===== config.mk =====
export PLATFORM = sky130hd
export DESIGN_NAME = blur_kernel_sequencer
export DESIGN_NICKNAME = d
export VERILOG_FILES = /design/src/rtl/blur_kernel_sequencer.sv
export SDC_FILE = /design/constraint.sdc
export NUM_CORES = 1
export LEC_CHECK = 0
export CAP_MARGIN = 25
export CORE_ASPECT_RATIO = 0.75
export CORE_MARGIN = 3
export CORE_UTILIZATION = 59
export CTS_BUF_LIST = sky130_fd_sc_hd__clkbuf_8
export DETAILED_ROUTE_END_ITERATION = 7
export PLACE_DENSITY = 0.84
export REMOVE_ABC_BUFFERS = 1
export SYNTH_ARGS = -nofsm -noshare
export SYNTH_HDL_FRONTEND = slang
export SYNTH_SLANG_ARGS = --single-unit

===== constraint.sdc =====
create_clock -name clk_in -period 10.5 [get_ports clk_in]
set_clock_uncertainty 0.05 [all_clocks]
set_input_delay 2.1 -clock clk_in [delete_from_list [all_inputs] [get_ports clk_in]]
set_output_delay 2.1 -clock clk_in [all_outputs]
set_load 0.005 [all_outputs]

===== src/rtl/blur_kernel_sequencer.sv =====
`timescale 1ns/1ps
// blur_kernel_sequencer
//   Sequences one 3x3 Gaussian blur pass over an image held in a frame BRAM.
//   For every centre pixel, in raster order, nine neighbourhood reads are
//   issued with edge saturation. The returned pixels are packed into three
//   row words for the blur unit. The design then waits for the blurred pixel,
//   writes it to the destination region and moves to the next pixel.
//
// Ports
//   clk_in, rst_in          clock, asynchronous active-low reset
//   start_in                begin a pass (IDLE only); geometry/bases latched
//   img_width_in/height_in  active image size, 1..WIDTH / 1..HEIGHT
//   src_base_in/dst_base_in source / destination base addresses
//   rd_addr_out/rd_en_out   source BRAM read port; rd_data_in returns
//                           RD_LATENCY cycles after rd_en_out
//   r0/r1/r2_data_out       kernel rows {right,centre,left}, top to bottom
//   kernel_valid_out        one-cycle strobe to the blur unit
//   blur_data_in/valid_in   blurred pixel from the blur unit
//   wr_addr/data/en_out     destination write port, one strobe per pixel
//   busy_out, done_out      pass active / one-cycle pass-complete pulse
//   error_out               sticky: bad geometry or stray blur_valid_in
module blur_kernel_sequencer #(
  parameter int unsigned WIDTH      = 128,
  parameter int unsigned HEIGHT     = 128,
  parameter int unsigned BIT_DEPTH  = 8,
  parameter int unsigned ADDR_WIDTH = 15,
  parameter int unsigned RD_LATENCY = 2
) (
  input  logic                     clk_in,
  input  logic                     rst_in,
  input  logic                     start_in,
  input  logic [7:0]               img_width_in,
  input  logic [7:0]               img_height_in,
  input  logic [ADDR_WIDTH-1:0]    src_base_in,
  input  logic [ADDR_WIDTH-1:0]    dst_base_in,
  output logic [ADDR_WIDTH-1:0]    rd_addr_out,
  output logic                     rd_en_out,
  input  logic [BIT_DEPTH-1:0]     rd_data_in,
  output logic [3*BIT_DEPTH-1:0]   r0_data_out,
  output logic [3*BIT_DEPTH-1:0]   r1_data_out,
  output logic [3*BIT_DEPTH-1:0]   r2_data_out,
  output logic                     kernel_valid_out,
  input  logic [BIT_DEPTH-1:0]     blur_data_in,
  input  logic                     blur_valid_in,
  output logic [ADDR_WIDTH-1:0]    wr_addr_out,
  output logic [BIT_DEPTH-1:0]     wr_data_out,
  output logic                     wr_en_out,
  output logic                     busy_out,
  output logic                     done_out,
  output logic                     error_out
);

  localparam int unsigned LAST = RD_LATENCY - 1;

  typedef enum logic [2:0] {
    S_IDLE,
    S_FETCH,
    S_DRAIN,
    S_ISSUE,
    S_WAIT_BLUR,
    S_WRITE,
    S_DONE
  } state_t;

  state_t                                state_q, state_d;
  logic [7:0]                            w_q, w_d, h_q, h_d;
  logic [ADDR_WIDTH-1:0]                 src_q, src_d, dst_q, dst_d;
  logic [7:0]                            cx_q, cx_d, cy_q, cy_d;
  logic [1:0]                            kx_q, kx_d, ky_q, ky_d;
  logic [RD_LATENCY-1:0]                 pipe_vld_q, pipe_vld_d;
  logic [RD_LATENCY-1:0][1:0]            pipe_kx_q, pipe_kx_d;
  logic [RD_LATENCY-1:0][1:0]            pipe_ky_q, pipe_ky_d;
  logic [2:0][2:0][BIT_DEPTH-1:0]        row_q, row_d;
  logic                                  rd_en_q, rd_en_d;
  logic [ADDR_WIDTH-1:0]                 rd_addr_q, rd_addr_d;
  logic                                  kernel_valid_q, kernel_valid_d;
  logic                                  wr_en_q, wr_en_d;
  logic [ADDR_WIDTH-1:0]                 wr_addr_q, wr_addr_d;
  logic [BIT_DEPTH-1:0]                  wr_data_q, wr_data_d;
  logic                                  busy_q, busy_d;
  logic                                  done_q, done_d;
  logic                                  err_q, err_d;
  logic                                  start_ok;

  // Neighbour coordinate: off 0/1/2 selects c-1/c/c+1, saturated to [0, lim-1].
  function automatic logic [7:0] nbr(input logic [7:0] c, input logic [1:0] off,
                                     input logic [7:0] lim);
    logic [7:0] r;
    r = c;
    if (off == 2'd0 && c != 8'd0)
      r = c - 8'd1;
    else if (off == 2'd2 && c != lim - 8'd1)
      r = c + 8'd1;
    return r;
  endfunction

  // Linear address base + y*w + x, truncated to the BRAM address width.
  function automatic logic [ADDR_WIDTH-1:0] lin(input logic [ADDR_WIDTH-1:0] base,
                                                input logic [7:0] x, input logic [7:0] y,
                                                input logic [7:0] w);
    logic [15:0] p;
    p = y * w;
    return base + ADDR_WIDTH'(p) + ADDR_WIDTH'(x);
  endfunction

  assign start_ok = (img_width_in != 8'd0) && (img_height_in != 8'd0) &&
                    (32'(img_width_in) <= WIDTH) && (32'(img_height_in) <= HEIGHT);

  always_comb begin
    state_d   = state_q;
    w_d       = w_q;
    h_d       = h_q;
    src_d     = src_q;
    dst_d     = dst_q;
    cx_d      = cx_q;
    cy_d      = cy_q;
    kx_d      = kx_q;
    ky_d      = ky_q;
    row_d     = row_q;
    wr_addr_d = wr_addr_q;
    wr_data_d = wr_data_q;
    err_d     = err_q;

    // Read-return tracker: each slot carries the kernel index of an
    // outstanding read so the data lands in the right row/slot.
    pipe_vld_d[0] = rd_en_q;
    pipe_kx_d[0]  = kx_q;
    pipe_ky_d[0]  = ky_q;
    for (int unsigned i = 1; i < RD_LATENCY; i++) begin
      pipe_vld_d[i] = pipe_vld_q[i-1];
      pipe_kx_d[i]  = pipe_kx_q[i-1];
      pipe_ky_d[i]  = pipe_ky_q[i-1];
    end
    if (pipe_vld_q[LAST])
      row_d[pipe_ky_q[LAST]][pipe_kx_q[LAST]] = rd_data_in;

    case (state_q)
      S_IDLE: begin
        if (start_in) begin
          if (start_ok) begin
            w_d     = img_width_in;
            h_d     = img_height_in;
            src_d   = src_base_in;
            dst_d   = dst_base_in;
            cx_d    = '0;
            cy_d    = '0;
            kx_d    = '0;
            ky_d    = '0;
            err_d   = 1'b0;
            state_d = S_FETCH;
          end else begin
            err_d = 1'b1;
          end
        end
      end
      S_FETCH: begin
        if (kx_q == 2'd2) begin
          kx_d = '0;
          if (ky_q == 2'd2) begin
            ky_d    = '0;
            state_d = S_DRAIN;
          end else begin
            ky_d = ky_q + 2'd1;
          end
        end else begin
          kx_d = kx_q + 2'd1;
        end
      end
      S_DRAIN: begin
        // Leave once the return for index 8 is being captured this cycle.
        if (pipe_vld_q[LAST] && pipe_kx_q[LAST] == 2'd2 && pipe_ky_q[LAST] == 2'd2)
          state_d = S_ISSUE;
      end
      S_ISSUE: state_d = S_WAIT_BLUR;
      S_WAIT_BLUR: begin
        if (blur_valid_in) begin
          wr_data_d = blur_data_in;
          wr_addr_d = lin(dst_q, cx_q, cy_q, w_q);
          state_d   = S_WRITE;
        end
      end
      S_WRITE: begin
        if (cx_q == w_q - 8'd1) begin
          cx_d = '0;
          if (cy_q == h_q - 8'd1) begin
            state_d = S_DONE;
          end else begin
            cy_d    = cy_q + 8'd1;
            state_d = S_FETCH;
          end
        end else begin
          cx_d    = cx_q + 8'd1;
          state_d = S_FETCH;
        end
      end
      S_DONE:  state_d = S_IDLE;
      default: state_d = S_IDLE;
    endcase

    // Evaluated last so a stray result pulse is never masked by a start.
    if (blur_valid_in && state_q != S_WAIT_BLUR)
      err_d = 1'b1;

    // Outputs are registered from the next-state values so they line up
    // with the state they belong to.
    rd_en_d        = (state_d == S_FETCH);
    rd_addr_d      = rd_en_d ? lin(src_d, nbr(cx_d, kx_d, w_d), nbr(cy_d, ky_d, h_d), w_d)
                             : '0;
    kernel_valid_d = (state_d == S_ISSUE);
    wr_en_d        = (state_d == S_WRITE);
    busy_d         = (state_d != S_IDLE);
    done_d         = (state_d == S_DONE);
  end

  always_ff @(posedge clk_in or negedge rst_in) begin
    if (!rst_in) begin
      state_q        <= S_IDLE;
      w_q            <= '0;
      h_q            <= '0;
      src_q          <= '0;
      dst_q          <= '0;
      cx_q           <= '0;
      cy_q           <= '0;
      kx_q           <= '0;
      ky_q           <= '0;
      pipe_vld_q     <= '0;
      pipe_kx_q      <= '0;
      pipe_ky_q      <= '0;
      row_q          <= '0;
      rd_en_q        <= 1'b0;
      rd_addr_q      <= '0;
      kernel_valid_q <= 1'b0;
      wr_en_q        <= 1'b0;
      wr_addr_q      <= '0;
      wr_data_q      <= '0;
      busy_q         <= 1'b0;
      done_q         <= 1'b0;
      err_q          <= 1'b0;
    end else begin
      state_q        <= state_d;
      w_q            <= w_d;
      h_q            <= h_d;
      src_q          <= src_d;
      dst_q          <= dst_d;
      cx_q           <= cx_d;
      cy_q           <= cy_d;
      kx_q           <= kx_d;
      ky_q           <= ky_d;
      pipe_vld_q     <= pipe_vld_d;
      pipe_kx_q      <= pipe_kx_d;
      pipe_ky_q      <= pipe_ky_d;
      row_q          <= row_d;
      rd_en_q        <= rd_en_d;
      rd_addr_q      <= rd_addr_d;
      kernel_valid_q <= kernel_valid_d;
      wr_en_q        <= wr_en_d;
      wr_addr_q      <= wr_addr_d;
      wr_data_q      <= wr_data_d;
      busy_q         <= busy_d;
      done_q         <= done_d;
      err_q          <= err_d;
    end
  end

  assign rd_addr_out      = rd_addr_q;
  assign rd_en_out        = rd_en_q;
  assign r0_data_out      = row_q[0];
  assign r1_data_out      = row_q[1];
  assign r2_data_out      = row_q[2];
  assign kernel_valid_out = kernel_valid_q;
  assign wr_addr_out      = wr_addr_q;
  assign wr_data_out      = wr_data_q;
  assign wr_en_out        = wr_en_q;
  assign busy_out         = busy_q;
  assign done_out         = done_q;
  assign error_out        = err_q;

endmodule


After elaboration in Yosys (flattened, before gate mapping):

Cells that the tools add are included.

* bits in registers: 195
* latch bits: 0
* memory bits (writable): 0
* bits in read-only memories: 0
* output and inout bits: 116
* logic and storage cells: 151
* memories kept: 0

* add/sub/neg operators: 16
* $mul: 2
* div/mod/pow operators: 0
* $lt $le $gt $ge: 6
* equal/unequal tests: 20
* shifts and indexed selects: 0
* multiplexer cells: 50
* bitwise logic cells: 0
* reductions and logical operators: 25

Operators by type and width (number)
* 2-to-1 mux 8 bit: 18
* bitwise mux 72 bit: 1
* 2-to-1 mux 15 bit: 4
* demux 24 bit (select 2 bit): 1
* subtractor 8 x 1 -> 8 bit, second input constant: 6
* adder 8 x 1 -> 8 bit, second input constant: 4
* case mux 8 bit (2 select lines): 2
* nonzero test 8 bit: 4
* adder 15 bit: 2
* adder 15 x 8 -> 15 bit: 2
* multiplier 8 x 8 -> 15 bit: 2
* 2-to-1 mux 24 bit: 1
* 2-to-1 mux 3 bit: 8
* case mux 3 bit (6 select lines): 1
* demux 8 bit (select 2 bit): 1
* == test 8 bit: 2
* <= comparator 8 bit, second input constant: 2
* inequality test 8 bit: 2
* 2-to-1 mux 2 bit: 7
* == test 2 bit, second input constant: 6
* == test 3 bit, second input constant: 4
* logical AND 1 bit: 12
* == test 3 x 2 -> 1 bit, second input constant: 3
* case mux 2 bit (2 select lines): 2
* other kinds (12): 22

Longest topological paths before layout:

* depth after elaboration: 16
* gate-level depth with buffers: 40
* gate-level depth less buffers: 39

Worst setup path before layout:

Ideal clock, no wire load.

* path type: in2reg
* start: in img_height_in[2]
* end: reg rd_addr_q[14] (netlist: rd_addr_out[14])
* library setup time: 126 ps
* data arrival time: 11296 ps
* required time: 10324 ps
* setup slack: -972 ps
* cell stages on the path: 39
* buffers on the path: 3
* cells stage by stage: or4_1 -> o41ai_2 -> o2111ai_2 -> nor2_4 -> buf_2 -> buf_1 -> buf_1 -> mux2i_1 -> ha_1 -> nand2_1 -> xor2_1 -> nand2_1 -> o21ai_0 -> o32ai_1 -> nor4b_1 -> a31oi_1 -> a31oi_2 -> xor2_2 -> [3 not listed] -> fa_1 -> ha_1 -> fa_1 -> inv_1 -> fa_1 -> inv_1 -> ha_1 -> inv_1 -> o21ai_0 -> a21oi_1 -> o21ai_0 -> a21oi_1 -> o22ai_1 -> or4_1 -> a41oi_1 -> xor2_1 -> nand3_1 -> nor3b_1

* cells in the longest elaborated chain, start to end: 16

RTL lines
* start: declaration: line 33 `input logic [7:0] img_height_in,`
* branches (longest 15 deep; another with multiplier 8 x 8 -> 15 bit)
* 2-to-1 mux 15 bit (*): line 207 `rd_addr_d = rd_en_d ? lin(src_d, nbr(cx_d, kx_d, w_d), nbr(cy_d, ky_d, h_d), w_d)`
* via rd_addr_d[14]: line 75 `logic [ADDR_WIDTH-1:0] rd_addr_q, rd_addr_d;`
* end signal: assignment: line 254 `rd_addr_q <= rd_addr_d;`
* end: declaration: line 75

Mark *: on every way through the listed nets, which the timed path passes.
A chain may end at the register's enable or synchronous reset.

Worst setup path after layout:

* start: in img_height_in[0]
* end: reg rd_addr_q[14] (netlist: rd_addr_out[14])

* cells in the longest elaborated chain, start to end: 16

RTL lines
* branches (longest 3 deep; another with <= comparator 8 bit)
* logical AND 1 bit (*): line 107 `(32'(img_width_in) <= WIDTH) && (32'(img_height_in) <= HEIGHT);`
* 2-to-1 mux 8 bit (*): line 140 `if (start_ok) begin`
* 2-to-1 mux 8 bit (*): line 139 `if (start_in) begin`
* 2-to-1 mux 8 bit (*): line 137 `case (state_q)`
* via h_d[2]: line 66 `logic [7:0] w_q, w_d, h_q, h_d;`
* subtractor 8 x 1 -> 8 bit (*): line 92 `else if (off == 2'd2 && c != lim - 8'd1)`
* inequality test 8 bit (*): line 92
* logical AND 1 bit (*): line 92
* 2-to-1 mux 8 bit (*): line 92
* 2-to-1 mux 8 bit (*): line 90 `if (off == 2'd0 && c != 8'd0)`
* multiplier 8 x 8 -> 15 bit (*): line 102 `p = y * w;`
* adder 15 bit (*): line 103 `return base + ADDR_WIDTH'(p) + ADDR_WIDTH'(x);`
* adder 15 x 8 -> 15 bit (*): line 103
* 2-to-1 mux 15 bit (*): line 207
* via rd_addr_d[14]: line 75

Marked as above.

==> results.md <==
- Once detail routing completed, the nets flagged for antenna violations numbered 0.
- The die span in y is 142.8 um.
- Counting flops with an async set or reset pin after synthesis yields a share of 100.0%.
- Multiplexer cells account for 7.739% of the synthesized area.
- The synthesized netlist devotes 23.03% of its cell area to adder and majority cells.
- The wire-length estimate of the detail-placed layout is 28.74 mm.
- The achievable clock frequency is 95.69 MHz.
- The buffer and inverter count on the worst path is 8.
- After synthesis, the cell types taking the most area are sky130_fd_sc_hd__dfrtp_1 33%, sky130_fd_sc_hd__fa_1 15%, sky130_fd_sc_hd__ha_1 8.3%.
- The headroom to the max-slew limit is 29.41%.
- The combined flip-flop and latch cell area is between 4000 and 5000 um^2.
- The critical path capture point type is a register.
- The final global-route overflow total is 0.
- The maximum buffer depth of the clock tree is 2.
- In the final routed layout, each cell accounts on average for 18.76 um.
- After Yosys synthesis, and, or, nand and nor cells account for 15.56% of the synthesized area.
- The total negative slack for setup checks is 0 ns.
- Following the worst setup path forward leads to its endpoint at rd_addr_out[14].
- Yosys printed 0 warnings.
- The floorplan step defined a die boundary enclosing 26890 um^2.
- The max-slew violation count is 0.
- Setup violations remaining at the end of the flow were counted as 0.
- The cell area after synthesis is 14710 um^2.
- Counting buffers and inverters, the worst setup path is 37 cells deep.
- The number of DRC markers after the initial detailed-route iteration is 872.
- The H-tree generated during clock tree synthesis spans 4 levels.
- The count of max-cap constraint violations is 0.
- During placement, the flow inserted port buffers numbering 181.
- The min-delay analysis places its worst path in the category reg -> reg.
- The congestion estimate from routability-driven global placement came to 0.9624.
- Setup repair after global routing could not meet its margin everywhere.
- Clock-pin slew was measured on the worst setup and hold paths at 0.11 ns.
- The run finished with clean final reports.
- Entering global routing, the biggest net connects 125 pins.
- The overall via count from detail_route is 11730.
- The number of clock buffers inserted by TritonCTS is 17.
- The post-route netlist has 16.86% of its cells at a drive strength greater than 1.
- The largest area contributor in the synthesized netlist is sky130_fd_sc_hd__dfrtp_1.
- The repair_antennas step left the layout with diodes totalling 0.
- The distinct cell type count of the synthesized netlist is 93.
- Sequential cells were found to cover 33.17% of the synthesized design area.
- Wires add up to 39.05 mm.
- The total core area is between 20000 and 25000 um^2.
- By count the netlist is led by 199 x sky130_fd_sc_hd__inv_1, 196 x sky130_fd_sc_hd__nand2_1, 195 x sky130_fd_sc_hd__dfrtp_1.
- The utilization after layout is about three quarters.
- For this run, the leading register cell type out of synthesis is sky130_fd_sc_hd__dfrtp_1.
- The count of unresolved DRC violations after routing is 0.
- The finished layout holds 2081 standard cells, fillers aside.
- After technology mapping, the gate count stands at 1481.
- The count of pins on the block boundary is 182.
- The endpoint identified for the worst register-to-register timing path is rd_addr_out[14].
- The transition time of the tightest slew-check pin is roughly 1.1 ns.
- The fraction of post-synthesis cell area in the top cell type by area is approximately 33%.
- TritonCTS built the clock tree.
- After synthesis, the mean cell area works out to a little under 10 um^2.
- For the worst setup path, the data required time is between 10 and 15 ns.
- For the finished layout, the period the worst path requires is 10.45 ns.
- Clock tree synthesis found a total of between 150 and 200 sinks.
- The first-pass GRT wire length is 63.06 mm.
- The highest cell delay on the worst timing path is 0.58 ns.
- In this design, the largest share of critical-path delay is due to adder cells.
- The starting density of the core is 60.75%.
- The clock network latency to the later pin of the worst-skew pair is 0.49 ns.
- The cell chosen for the clock root is sky130_fd_sc_hd__clkbuf_8.
- The final number of hold-violating endpoints came to 0.
- The via count of the first global-routing pass was 12078.
- The number of antenna violations at the first check in global routing is 0.
- The critical path class is in -> reg.
- In this run the core area contains 49 standard-cell rows.
- The cell that appears most often on the critical path is sky130_fd_sc_hd__buf_4.
- The total global routing track utilization is 29.47%.
- In the finished design, the share of the clock period the worst path needs comes to 99.53%.
- The die span in x is about 190 um.
- STA classifies the critical path startpoint as a primary input.
- The net count of the finished layout is 2009.
- By area, the combinational part of the netlist is dominated by adder cells.
- After detailed routing, the number of vias per cell comes to 5.637.
- The register-to-register path setup slack is 0.95 ns.
- The area of the multi-input gates is 9173 um^2.
- The cell with the biggest individual delay on the critical path is sky130_fd_sc_hd__or4_4.
- Measured in cells, the most critical reg-to-reg path has a length of 37.
- The synthesized design contains 0 enable-type register cells.
- The complex-gate fraction of the synthesized area is about 8.6%.
- By instance count, the leading cell after synthesis is sky130_fd_sc_hd__inv_1.
- The filler cells instantiated in the layout total 1614.
- The launch instance of the worst register-to-register path is w_q[0].
- The iteration count of the initial detailed-routing pass is 6.
- STA puts the critical path data arrival time at 10.77 ns.
- The number of placed instances, taps included is just over 2000.
- The area growth from synthesis to layout is 24.49%.
- Summing the areas of all xor and xnor instances in the mapped netlist gives 5.332% of the synthesized area.
- The maximum fanout encountered on the critical timing path is 7.
- Tracing the worst setup path back leads to its startpoint at img_height_in[0].
- The count of state elements after synthesis is 195.
-- per-stage QoR --
step | worst slack [ns] | area (um^2) | hold slack (ns)
after floorplan | -0.7285 | 14490 | 0.2812
after global placement | -0.4191 | 17420 | 0.2854
after detailed placement | -0.7461 | 17420 | 0.2878
after CTS | 0.0004805 | 18030 | 0.3135
after global routing | -0.3364 | 18320 | 0.3171
final | 0.04971 | 18320 | 0.3135
-- layer usage --
layer	track usage (%)	vias to the layer above	share of wire, %
met2	47.75	512	47
met3	6.086	66	8.6
li1	-	5364	-
met4	7.638	0	2.0
met5	0	-	0
met1	41.26	5788	43
-- worst register-to-register path: cells and delay by family (launching register included) --
| family | cells | cell delay (ns) |
|---|---|---|
| xor gates and xnor gates | 3 | 0.43 |
| DFF | 1 | 0.71 |
| and+or+nand+nor | 10 | 2.30 |
| buffers and inverters | 5 | 0.42 |
| AOI/OAI and AO/OA | 11 | 2.53 |
| adders and majority gates | 8 | 2.98 |
-- layout by cell type, fill, tap and decap left out, types with 31 or more instances in the layout --
cell type / synthesis / layout
sky130_fd_sc_hd__o21ai_0: 40 / 33
sky130_fd_sc_hd__inv_1: 199 / 198
sky130_fd_sc_hd__clkdlybuf4s50_1: 0 / 180
sky130_fd_sc_hd__nor2_1: 98 / 96
sky130_fd_sc_hd__ha_1: 98 / 92
sky130_fd_sc_hd__mux2_2: 76 / 76
sky130_fd_sc_hd__nand2_1: 196 / 196
sky130_fd_sc_hd__buf_4: 1 / 105
sky130_fd_sc_hd__dfrtp_1: 195 / 195
sky130_fd_sc_hd__fa_1: 108 / 107
sky130_fd_sc_hd__and2_1: 31 / 31
sky130_fd_sc_hd__xnor2_1: 49 / 47
-- sequential cells by signal (all words and copies together), names as in the netlist, 3 cells and up --
signal       count
r2_data_out     24
state_q          3
w_q              8
h_q              8
cy_q             8
r0_data_out     24
src_q           15
cx_q             8
r1_data_out     24
wr_addr_out     15
wr_data_out      8
dst_q           15
rd_addr_out     15
-- area by class of cell --
class | count | share of cell area [%]
clock buffer | 17 | 1.277
timing repair buffer | 289 | 14.49
multi-input combinational | 1035 | 50.08
tap | 331 | 2.261
inverter | 199 | 4.078
clock inverter | 15 | 1.175
sequential | 195 | 26.64
-- how the worst min path moves through the flow --
stage	start	end	slack (ns)	depth (start not counted)
finish	pipe_vld_q[0]	pipe_vld_q[1]	0.31	0
detailed placement	pipe_vld_q[0]	pipe_vld_q[1]	0.29	0
CTS	pipe_vld_q[0]	pipe_vld_q[1]	0.31	0
global placement	pipe_kx_d[2]	pipe_kx_q[2]	0.29	0
floorplan	pipe_kx_d[2]	pipe_kx_q[2]	0.28	0
global route	pipe_vld_q[0]	pipe_vld_q[1]	0.32	0
-- cells by family after synthesis --
group                      after synthesis
adders and majority gates              206
AOI/OAI and AO/OA                      174
buffers and inverters                  251
muxes                                  103
DFF                                    195
xor gates and xnor gates                81
and+or+nand+nor                        471
-- what timing repair did --
action                                  CTS  global route
hold buffers                              0             0
gates resized for setup                  15            44
setup buffers                            11             4
pin swaps                                 7            27
endpoints found under the setup margin    2             6
Power is left out: the tool's default activity adds up to more than one toggle a clock period on the data nets, which glitch-free logic cannot reach.
